[config.mk]
export PLATFORM = sky130hd
export DESIGN_NAME = fetch_queue
export DESIGN_NICKNAME = d
export VERILOG_FILES = /design/src/rtl/fetch_queue.sv
export SDC_FILE = /design/constraint.sdc
export NUM_CORES = 1
export LEC_CHECK = 0
export CAP_MARGIN = 30
export CORE_MARGIN = 2
export CORE_UTILIZATION = 55
export DETAILED_ROUTE_END_ITERATION = 7
export GPL_ROUTABILITY_DRIVEN = 0
export PLACE_DENSITY = 0.79
export SYNTH_ARGS = -nofsm -noshare
export SYNTH_HDL_FRONTEND = slang
export SYNTH_SLANG_ARGS = --single-unit
[constraint.sdc]
create_clock -name clock -period 21.6 [get_ports clock]
set_input_delay 4.32 -clock clock [delete_from_list [all_inputs] [get_ports clock]]
set_output_delay 4.32 -clock clock [all_outputs]
set_load 0.01 [all_outputs]
[src/rtl/fetch_queue.sv]
// rtl/fetch_queue.sv - instruction fetch queue with credit-based imem issue and redirect flush
// Optional macro FETCH_QUEUE_BYPASS_EN: forward a captured word straight to decode when the queue is empty.
module fetch_queue #(
   parameter int          DEPTH    = 4,
   parameter logic [31:0] RESET_PC = 32'd0
) (
   input  logic                     clock,
   input  logic                     reset,
   output logic [31:0]              address_imem,
   output logic                     imem_req,
   input  logic [31:0]              q_imem,
   input  logic                     redirect,
   input  logic [31:0]              redirect_pc,
   output logic                     out_valid,
   input  logic                     out_ready,
   output logic [31:0]              out_instr,
   output logic [31:0]              out_pc,
   output logic [$clog2(DEPTH):0]   level
);

   localparam int AW = $clog2(DEPTH);
   localparam logic [AW+1:0] W_DEPTH = (AW+2)'(DEPTH);

   logic [31:0]   r_pc;
   logic [31:0]   r_tag;
   logic          r_inflight;
   logic [AW-1:0] r_wptr;
   logic [AW-1:0] r_rptr;
   logic [AW:0]   r_level;
   logic [31:0]   r_instr_mem [DEPTH];
   logic [31:0]   r_pc_mem    [DEPTH];

   logic [AW+1:0] w_credit;
   logic          w_issue;
   logic          w_capture;
   logic          w_bypass;
   logic          w_pop;
   logic          w_write;
   logic          w_qpop;

   // An outstanding request already owns a slot, so count it against the free space.
   assign w_credit  = {1'b0, r_level} + (AW+2)'(r_inflight);
   assign w_issue   = !redirect && (w_credit < W_DEPTH);
   assign w_capture = r_inflight && !redirect;

`ifdef FETCH_QUEUE_BYPASS_EN
   assign w_bypass  = w_capture && (r_level == '0);
`else
   assign w_bypass  = 1'b0;
`endif

   assign address_imem = r_pc;
   assign imem_req     = w_issue;
   assign level        = r_level;
   assign out_valid    = (r_level != '0) || w_bypass;
   assign out_instr    = w_bypass ? q_imem : r_instr_mem[r_rptr];
   assign out_pc       = w_bypass ? r_tag  : r_pc_mem[r_rptr];

   assign w_pop   = out_valid && out_ready;
   // A bypassed word consumed this cycle never touches storage.
   assign w_write = w_capture && !(w_bypass && out_ready);
   assign w_qpop  = w_pop && !w_bypass;

   always_ff @(posedge clock or posedge reset) begin
      if (reset) begin
         r_pc       <= RESET_PC;
         r_tag      <= '0;
         r_inflight <= 1'b0;
         r_wptr     <= '0;
         r_rptr     <= '0;
         r_level    <= '0;
         for (int i = 0; i < DEPTH; i++) begin
            r_instr_mem[i] <= '0;
            r_pc_mem[i]    <= '0;
         end
      end else if (redirect) begin
         r_pc       <= redirect_pc;
         r_inflight <= 1'b0;
         r_wptr     <= '0;
         r_rptr     <= '0;
         r_level    <= '0;
      end else begin
         if (w_issue) begin
            r_pc       <= r_pc + 32'd1;
            r_tag      <= r_pc;
            r_inflight <= 1'b1;
         end else begin
            r_inflight <= 1'b0;
         end
         if (w_write) begin
            r_instr_mem[r_wptr] <= q_imem;
            r_pc_mem[r_wptr]    <= r_tag;
            r_wptr              <= r_wptr + AW'(1);
         end
         if (w_qpop) begin
            r_rptr <= r_rptr + AW'(1);
         end
         r_level <= r_level + (AW+1)'(w_write) - (AW+1)'(w_qpop);
      end
   end

endmodule

==> run metrics, run 1 <==
YS warnings=0; CTS tree=built; Largest stage delay, worst path=0.64 ns; Highest Clock Rate=0.09654 GHz; Detail Placement HPWL=19.77 mm; syn_nets=1063; Vias/cell=6.057; core region area=26130 um^2; total clock buffers created by CTS=35; busiest grt layer=met2; syn_area_per_cell=14.88 um^2; Layout area overhead=22.09%; htree depth=2; vias in the first global route=9574; minimum clock period=10.36 ns; crit path buf inv count=3; Die ar.=28000 um^2; CP max FO=34; Diodes inserted=0; Cell Chain, Critical Path=clkdlybuf4s50_1 -> nor2_4 -> buf_4 -> clkdlybuf4s50_1; top_reg_cell synth=dfrtp_1; family with the most delay on the worst path=buffers and inverters; asr flop ratio synth=100.0%; CTS Sinks=328; Crit Reg-Reg Endpoint=address_imem[18]; CTS Buffer Depth=3; hold path depth=1; setup_tns=0 ns; Max-Cap Viols=0; Layout Utilization=68.56%; IO buf count=168; clock latency on the worst-skew pair=0.52 ns; post-synthesis simple-gate area fraction=5.679%; Slew Viols, Final=0; critical path type=in2out; # nets final=1221; DRC=9; Root Buffer=clkbuf_16; Worst-path clk slew=0.06 ns; Slowest-stage cell, CP=clkdlybuf4s50_1; slew margin rel.=43.64%; Tot GR Track Use=23.50%; Cells after Synth=986; Die Wd=167.3 um; drt total wl=31.98 mm; initial detailed-routing violation count=683; reg2reg path depth=5; Post-CTS Hold Fix Bufs=0; Seq/Total Area, Yosys=55.93%; clk_skew=0.01452 ns; Hold Crit Endpoint=r_instr_mem[39]; R2R setup slack=18.92 ns; critical path data arrival time=6.04 ns; r2r startpoint=address_imem[0]; Worst Hold Class=reg2reg; HP Start=r_instr_mem[39]; site row count=59; Seq cells post-synth=328; Setup violations, final=0; cell mode on critical path=clkdlybuf4s50_1; Slew @ Worst Pin=0.8455 ns; DRT Pass-1 Iters=8; largest net degree at the start of global routing=103; peak supply drop=75.19 uV; first-pass GRT wire length=52.49 mm; post-synthesis compound-gate area fraction=3.206%; initial antenna violation count=0; CP Data Required Time=17.28 ns; Die Ht=167.3 um; status=complete, but fails checks; Post-CTS Setup Bufs=0; post-synth cell types=47; final period utilization=47.95%; layout cells sized above 1=37.18%; routing usage on met1=33.85%; Startpoint Class=primary input; vias=9116; largest family of logic cells by synthesized area=multiplexers; Lkg Pwr=7.520 nW; Mapped Area=14670 um^2; met3 usage=4.491%; violated checks=design-rule violations; io pins=169; gr ovfl total=0; fraction of the mapped netlist area in adder cells=0.8186%; P per Cell Area=137.8 nW/um^2; Post-synth EDFFs=0; wire length per cell=21.25 um; Starting Density=56.15%; Synth Area in XOR/XNOR=0.2984%; Setup crit end kind=output pin; unrepaired setup endpoints after global routing=false; Routed Antenna Nets=0; Final Hold Fails=0; mux contribution to synthesized area=32.06%; GR Layer Usage met2=37.96%; # fillers=1867; CTS resizes=0
state kept, by name, indices dropped and copies added, names as in the netlist:
name	count
address_imem	32
level	3
r_inflight	1
r_instr_mem	128
r_pc_mem	128
r_rptr	2
r_tag	32
r_wptr	2
routing by layer:
layer / up-vias / wire [um]
li1: 4062 / -
met1: 4734 / 14150
met2: 289 / 15370
met3: 31 / 2073
met4: 0 / 385
met5: - / 0
logic make-up (layout without fill, tap and decap cells):
family | count (synthesis) | after routing
AOI/OAI and AO/OA | 68 | 68
xor gates and xnor gates | 5 | 5
adders and majority gates | 9 | 9
DFF | 328 | 328
buffers and inverters | 70 | 254
muxes | 354 | 354
and+or+nand+nor | 152 | 152
stage by stage:
| step | power (mW) | std cells | hold slack, ns | setup slack, ns | area, um^2 |
|---|---|---|---|---|---|
| 2_1_floorplan | 1.531 | 986 | 0.4739 | 8.197 | 14670 |
| 3_3_place_gp | 1.864 | 1434 | 0.4816 | 11.20 | 16620 |
| 3_5_place_dp | 1.907 | 1440 | 0.4880 | 11.21 | 16760 |
| 4_1_cts | 2.488 | 1503 | 0.5018 | 11.21 | 17870 |
| 5_1_grt | 2.607 | 1505 | 0.5049 | 11.17 | 17920 |
| 6_report | 2.469 | 1505 | 0.4991 | 11.24 | 17920 |
synth_stat cells (10+ instances only):
master | instances | area share [%]
clkbuf_1 | 41 | 1.0
buf_1 | 10 | 0.26
nor2_1 | 28 | 0.72
o31ai_1 | 14 | 0.72
nand2_1 | 30 | 0.77
a31oi_1 | 18 | 0.77
mux4_2 | 64 | 9.8
o21ai_0 | 11 | 0.38
nand3_1 | 15 | 0.51
nand4_1 | 17 | 0.72
mux2_2 | 288 | 22
or4_1 | 23 | 1.2
dfrtp_1 | 328 | 56
how the worst max path moves through the flow:
stage / startpoint / to / slack (ns) / depth (start not counted)
2_1_floorplan: reset / address_imem[0] / 8.20 / 1
4_1_cts: redirect / imem_req / 11.21 / 4
6_report: redirect / imem_req / 11.24 / 4
3_3_place_gp: redirect / imem_req / 11.20 / 4
5_1_grt: redirect / imem_req / 11.17 / 4
3_5_place_dp: redirect / imem_req / 11.21 / 4
area by class of cell:
class | instances | area [um^2] | area share (%)
clock buffer | 55 | 1052 | 5.873
multi-input combinational | 588 | 6210 | 34.66
timing repair buffer | 184 | 1927 | 10.75
sequential | 328 | 8215 | 45.86
tap | 335 | 419.2 | 2.340
inverter | 7 | 33.78 | 0.1886
clock inverter | 8 | 58.81 | 0.3282
power by group:
group          switching (mW)  internal [mW]  total [mW]  leakage, nW
clock network           0.237          0.336       0.574        0.550
registers               0.172          0.869        1.04         3.99
logic                   0.308          0.546       0.853         2.98
total                   0.717           1.75        2.47         7.52
layout by cell type (no fill, tap or decap), types with 3 or more instances in the layout:
| master | netlist | layout |
|---|---|---|
| a21oi_1 | 3 | 3 |
| a221oi_1 | 4 | 4 |
| a31oi_1 | 18 | 18 |
| and3_1 | 5 | 5 |
| buf_16 | 0 | 5 |
| buf_4 | 0 | 9 |
| clkbuf_1 | 41 | 11 |
| clkbuf_16 | 0 | 36 |
| clkbuf_8 | 0 | 8 |
| clkdlybuf4s50_1 | 0 | 168 |
| clkinv_2 | 0 | 5 |
| dfrtp_1 | 328 | 326 |
| ha_1 | 8 | 8 |
| inv_1 | 7 | 6 |
| mux2_2 | 288 | 288 |
| mux4_2 | 64 | 64 |
| nand2_1 | 30 | 26 |
| nand2_4 | 0 | 4 |
| nand3_1 | 15 | 15 |
| nand4_1 | 17 | 17 |
| nor2_1 | 28 | 27 |
| nor2b_1 | 9 | 9 |
| nor3_1 | 4 | 4 |
| nor4_1 | 6 | 6 |
| o211ai_1 | 4 | 4 |
| o21a_1 | 3 | 3 |
| o21ai_0 | 11 | 11 |
| o31ai_1 | 14 | 14 |
| or3_1 | 4 | 4 |
| or4_1 | 23 | 23 |
| xnor2_1 | 4 | 4 |
Power figures use the tool's default switching activity.
==> inputs of run 2 (changes only) <==
Settings changed: CORE_UTILIZATION 55 to 51, PLACE_DENSITY 0.79 to 0.78.
Clock period 21.6 ns to 9 ns, I/O delays scaled along.
==> run 2 against run 1 <==
Against the previous run:
- the flow now finishes without violations
- final area grew 0.37%
- core utilization shrank 5.6 points
- setup slack lost 7.4 ns
- combinational power grew 140%
- wire length grew 1.0%
- non-clock buffer count shrank 2
- clock power grew to 2.5 times the previous value
- critical path type unchanged
==> run metrics, run 2 (synthesized netlist as in run 1, its figures left out) <==
setup_tns=0 ns; commonest non-fill, non-tap cell in the layout=dfrtp_1; CTS tree=built; Die Wd=173.6 um; Root Buffer=clkbuf_16; largest net degree at the start of global routing=114; Starting Density=51.40%; Final Hold Fails=0; Die ar.=30150 um^2; io pins=169; Placed Cells=1489; Routed Antenna Nets=0; hold slack=0.4984 ns; Largest regs=r_instr_mem x128, r_pc_mem x128; Flop pwr share=41.7%; vias in the first global route=9654; clk_skew=0.01830 ns; htree depth=2; core region area=28550 um^2; CP max FO=45; vias=9075; Critical Path Start=redirect; Post-CTS Hold Fix Bufs=0; Diodes inserted=0; internal power=4.255 mW; DRC=0; CTS resizes=0; R2R setup slack=6.21 ns; wire length per cell=20.79 um; Setup violations, final=0; IO buf count=168; r2r startpoint=address_imem[0]; total clock buffers created by CTS=37; CTS Buffer Depth=3; Slew @ Worst Pin=1.022 ns; Vias/cell=5.840; P per Cell Area=332.7 nW/um^2; minimum clock period=5.145 ns; Slew Viols, Final=0; Detail Placement HPWL=20.10 mm; peak supply drop=180.3 uV; drt total wl=32.31 mm; Worst-path clk slew=0.06 ns; Die Ht=173.6 um; critical path type=in2out; most frequent cells in the layout=326 x dfrtp_1, 288 x mux2_2, 168 x clkdlybuf4s50_1; Lkg Pwr=7.529 nW; initial antenna violation count=0; Startpoint Class=primary input; unrepaired setup endpoints after global routing=false; initial detailed-routing violation count=531; layout cells sized above 1=37.52%; Crit Reg-Reg Endpoint=address_imem[18]; Tot GR Track Use=21.90%; Post-CTS Setup Bufs=0; Clk pwr share=24.2%; final cell count without fillers=1554; Setup crit end kind=output pin; status=complete, no violations; Worst Hold Class=reg2reg; site row count=62; P_sw=1.728 mW; CP Capture Point=imem_req; # nets final=1221; CTS Sinks=328; DRT Pass-1 Iters=5; clock latency on the worst-skew pair=0.51 ns; Comb pwr share=34.1%; final period utilization=57.16%; slew margin rel.=31.86%; gr ovfl total=0; first-pass GRT wire length=52.82 mm; critical path data arrival time=3.34 ns; Highest Clock Rate=0.1944 GHz; CP Data Required Time=7.20 ns; Sw Share=28.88%; Layout area overhead=22.54%; reg2reg path depth=5; Max-Cap Viols=0
## run 2: power groups by stage
stage	clock [mW]	sequential [mW]	combinational (mW)
after floorplan	0	2.35	1.32
after detailed placement	0	2.52	2.06
after global routing	1.55	2.58	2.18
after CTS	1.48	2.50	2.07
after global placement	0	2.47	2.00
final	1.45	2.49	2.04
## run 2: final cells by class
type,instances,area (um^2)
clock buffer,50,1035
clock inverter,15,140.1
fill,2180,10570
inverter,7,30.03
multi-input combinational,588,6210
sequential,328,8215
tap,384,480.5
timing repair buffer,182,1872
## run 2: how the worst min path moves through the flow
stage / startpoint / to / slack (ns) / cells after the start
after global routing: r_instr_mem[20] / r_instr_mem[20] / 0.51 / 1
after CTS: r_pc_mem[68] / r_pc_mem[68] / 0.50 / 1
after global placement: r_pc_mem[86] / r_pc_mem[86] / 0.48 / 1
final: r_pc_mem[64] / r_pc_mem[64] / 0.50 / 1
after detailed placement: r_pc_mem[68] / r_pc_mem[68] / 0.49 / 1
after floorplan: r_instr_mem[32] / r_instr_mem[32] / 0.47 / 1
## run 2: per-layer routing
layer	GRT usage, %	vias to the layer above	part of all wire, %
met3	4.430	38	6.1
met2	35.70	273	48
met1	31.07	4702	45
met5	0	-	0
met4	4.307	0	1.3
li1	-	4062	-
## run 2: worst max-delay path: stages
cell,delay (ns)
clkdlybuf4s50_1,0.50
buf_4,0.42
nor2_4,0.08
clkdlybuf4s50_1,0.51
## run 2: through the flow
step           setup slack, ns  util, %  total power [mW]  cell area (um^2)
2_1_floorplan            2.821        -             3.676             14680
3_3_place_gp             3.841    58.49             4.470             16700
3_5_place_dp             3.859    58.88             4.579             16810
4_1_cts                  3.849    62.99             6.047             17980
5_1_grt                  3.805    62.99             6.312             17980
6_report                 3.855    62.99             5.983             17980
==> inputs of run 3 (changes only) <==
Clock period 9 ns to 4.2 ns, I/O delays scaled along.
==> run 3 against run 2 <==
Against the previous run:
- count of clock-buffer cells in the layout increased by 3
- hold slack lost 0.00091 ns
- register-to-register slack worse by 4.8 ns
- highest routed layer unchanged
==> run metrics, run 3 (synthesized netlist as in run 1, its figures left out) <==
status=complete, no violations; Die ar.=30150 um^2; Slew Viols, Final=0; Lkg Pwr=7.558 nW; Die Wd=173.6 um; commonest non-fill, non-tap cell in the layout=dfrtp_1; Tot GR Track Use=22.35%; CTS Buffer Depth=3; Root Buffer=clkbuf_16; Routed Antenna Nets=0; vias=9184; critical path type=reg2out; Post-CTS Setup Bufs=0; Vias/cell=5.887; Slew @ Worst Pin=0.9873 ns; final cell count without fillers=1560; # fillers=2167; Diodes inserted=0; reg2reg path depth=6; Final WS setup=0.4907 ns; CTS Sinks=328; clk_skew=0.02531 ns; wire length per cell=20.78 um; Layout area overhead=23.04%; layout cells sized above 1=37.50%; Slowest-stage cell, CP=clkdlybuf4s50_1; Largest stage delay, worst path=0.58 ns; Highest Clock Rate=0.2696 GHz; slew margin rel.=34.18%; gr ovfl total=0; hold path depth=1; htree depth=2; HP Start=r_pc_mem[15]; multi-input logic area=6210 um^2; DP Worst Slack=1.042 ns; CTS resizes=0; final period utilization=88.32%; Layout Utilization=63.25%; family with the most delay on the worst path=simple AND/OR/NAND/NOR gates; P per Cell Area=709.1 nW/um^2; r2r startpoint=level[1]; CP max FO=51; Final Cell Area=18050 um^2; Max-Cap Viols=0; Worst Hold Class=reg2reg; core region area=28550 um^2; Critical Path Start=level[1]; CTS tree=built; peak supply drop=325.3 uV; Detail Placement HPWL=20.50 mm; Starting Density=51.40%; vias in the first global route=9706; # nets final=1228; drt total wl=32.42 mm; DRC=0; io pins=169; total clock buffers created by CTS=36; DRT Pass-1 Iters=5; Hold Crit Endpoint=r_pc_mem[15]; Cell Area, Placed=16910 um^2; Final Hold Fails=0; Power, Total=12.80 mW; minimum clock period=3.709 ns; R2R setup slack=1.42 ns; Startpoint Class=flop; crit path buf inv count=1; Setup crit end kind=output pin; clock latency on the worst-skew pair=0.52 ns; Cell Chain, Critical Path=ha_1 -> or3_1 -> o211a_2 -> nor2_4 -> clkdlybuf4s50_1; most frequent cells in the layout=326 x dfrtp_1, 288 x mux2_2, 168 x clkdlybuf4s50_1; site row count=62; Placed Cells=1497; largest net degree at the start of global routing=79; CP Data Required Time=3.36 ns; Setup violations, final=0; total area of sequential cells=8215 um^2; Largest regs=r_instr_mem x128, r_pc_mem x128; Post-CTS Hold Fix Bufs=0; Crit Reg-Reg Endpoint=r_tag[20]; Crit. path cell count=5; critical path data arrival time=2.87 ns; initial detailed-routing violation count=644; Worst-path clk slew=0.06 ns; first-pass GRT wire length=53.59 mm; unrepaired setup endpoints after global routing=false; Die Ht=173.6 um; IO buf count=168; initial antenna violation count=0
-- run 3: cell count changes in the layout (fill, tap and decap cells not counted) --
cell and delta:
buf_12 +8, clkbuf_1 +4, clkinv_2 -4, buf_16 -3
buf_4 +3, clkbuf_8 -1, clkinv_4 -1
-- run 3: final cells by class --
type,instances,area share (%)
clock buffer,53,5.738
clock inverter,10,0.6168
inverter,7,0.1663
multi-input combinational,588,34.39
sequential,328,45.50
tap,384,2.661
timing repair buffer,190,10.92
-- run 3: metrics by stage --
stage / TNS, ns / hold slack, ns
5_1_grt: 0 / 0.5094
3_3_place_gp: 0 / 0.4812
6_report: 0 / 0.4975
4_1_cts: 0 / 0.5008
3_5_place_dp: 0 / 0.4876
2_1_floorplan: -334.13 / 0.4739
-- run 3: worst max-delay path by stage --
stage | to | slack (ns)
floorplan | address_imem[0] | -1.02
global placement | imem_req | 1.11
detailed placement | imem_req | 1.04
CTS | imem_req | 0.48
global route | imem_req | 0.33
finish | imem_req | 0.49
-- run 3: routing by layer --
layer / track usage, % / share of wire (%) / vias up
li1: - / - / 4062
met1: 32.33 / 45 / 4792
met2: 36.23 / 48 / 299
met3: 3.596 / 5.9 / 31
met4: 4.797 / 1.3 / 0
met5: 0 / 0 / -
-- run 3: where the power goes --
part / switching, mW / internal (mW) / leakage (nW) / total (mW)
clock network: 1.22 / 1.84 / 0.566 / 3.06
registers: 0.907 / 4.47 / 3.99 / 5.37
logic: 1.56 / 2.81 / 3.00 / 4.37
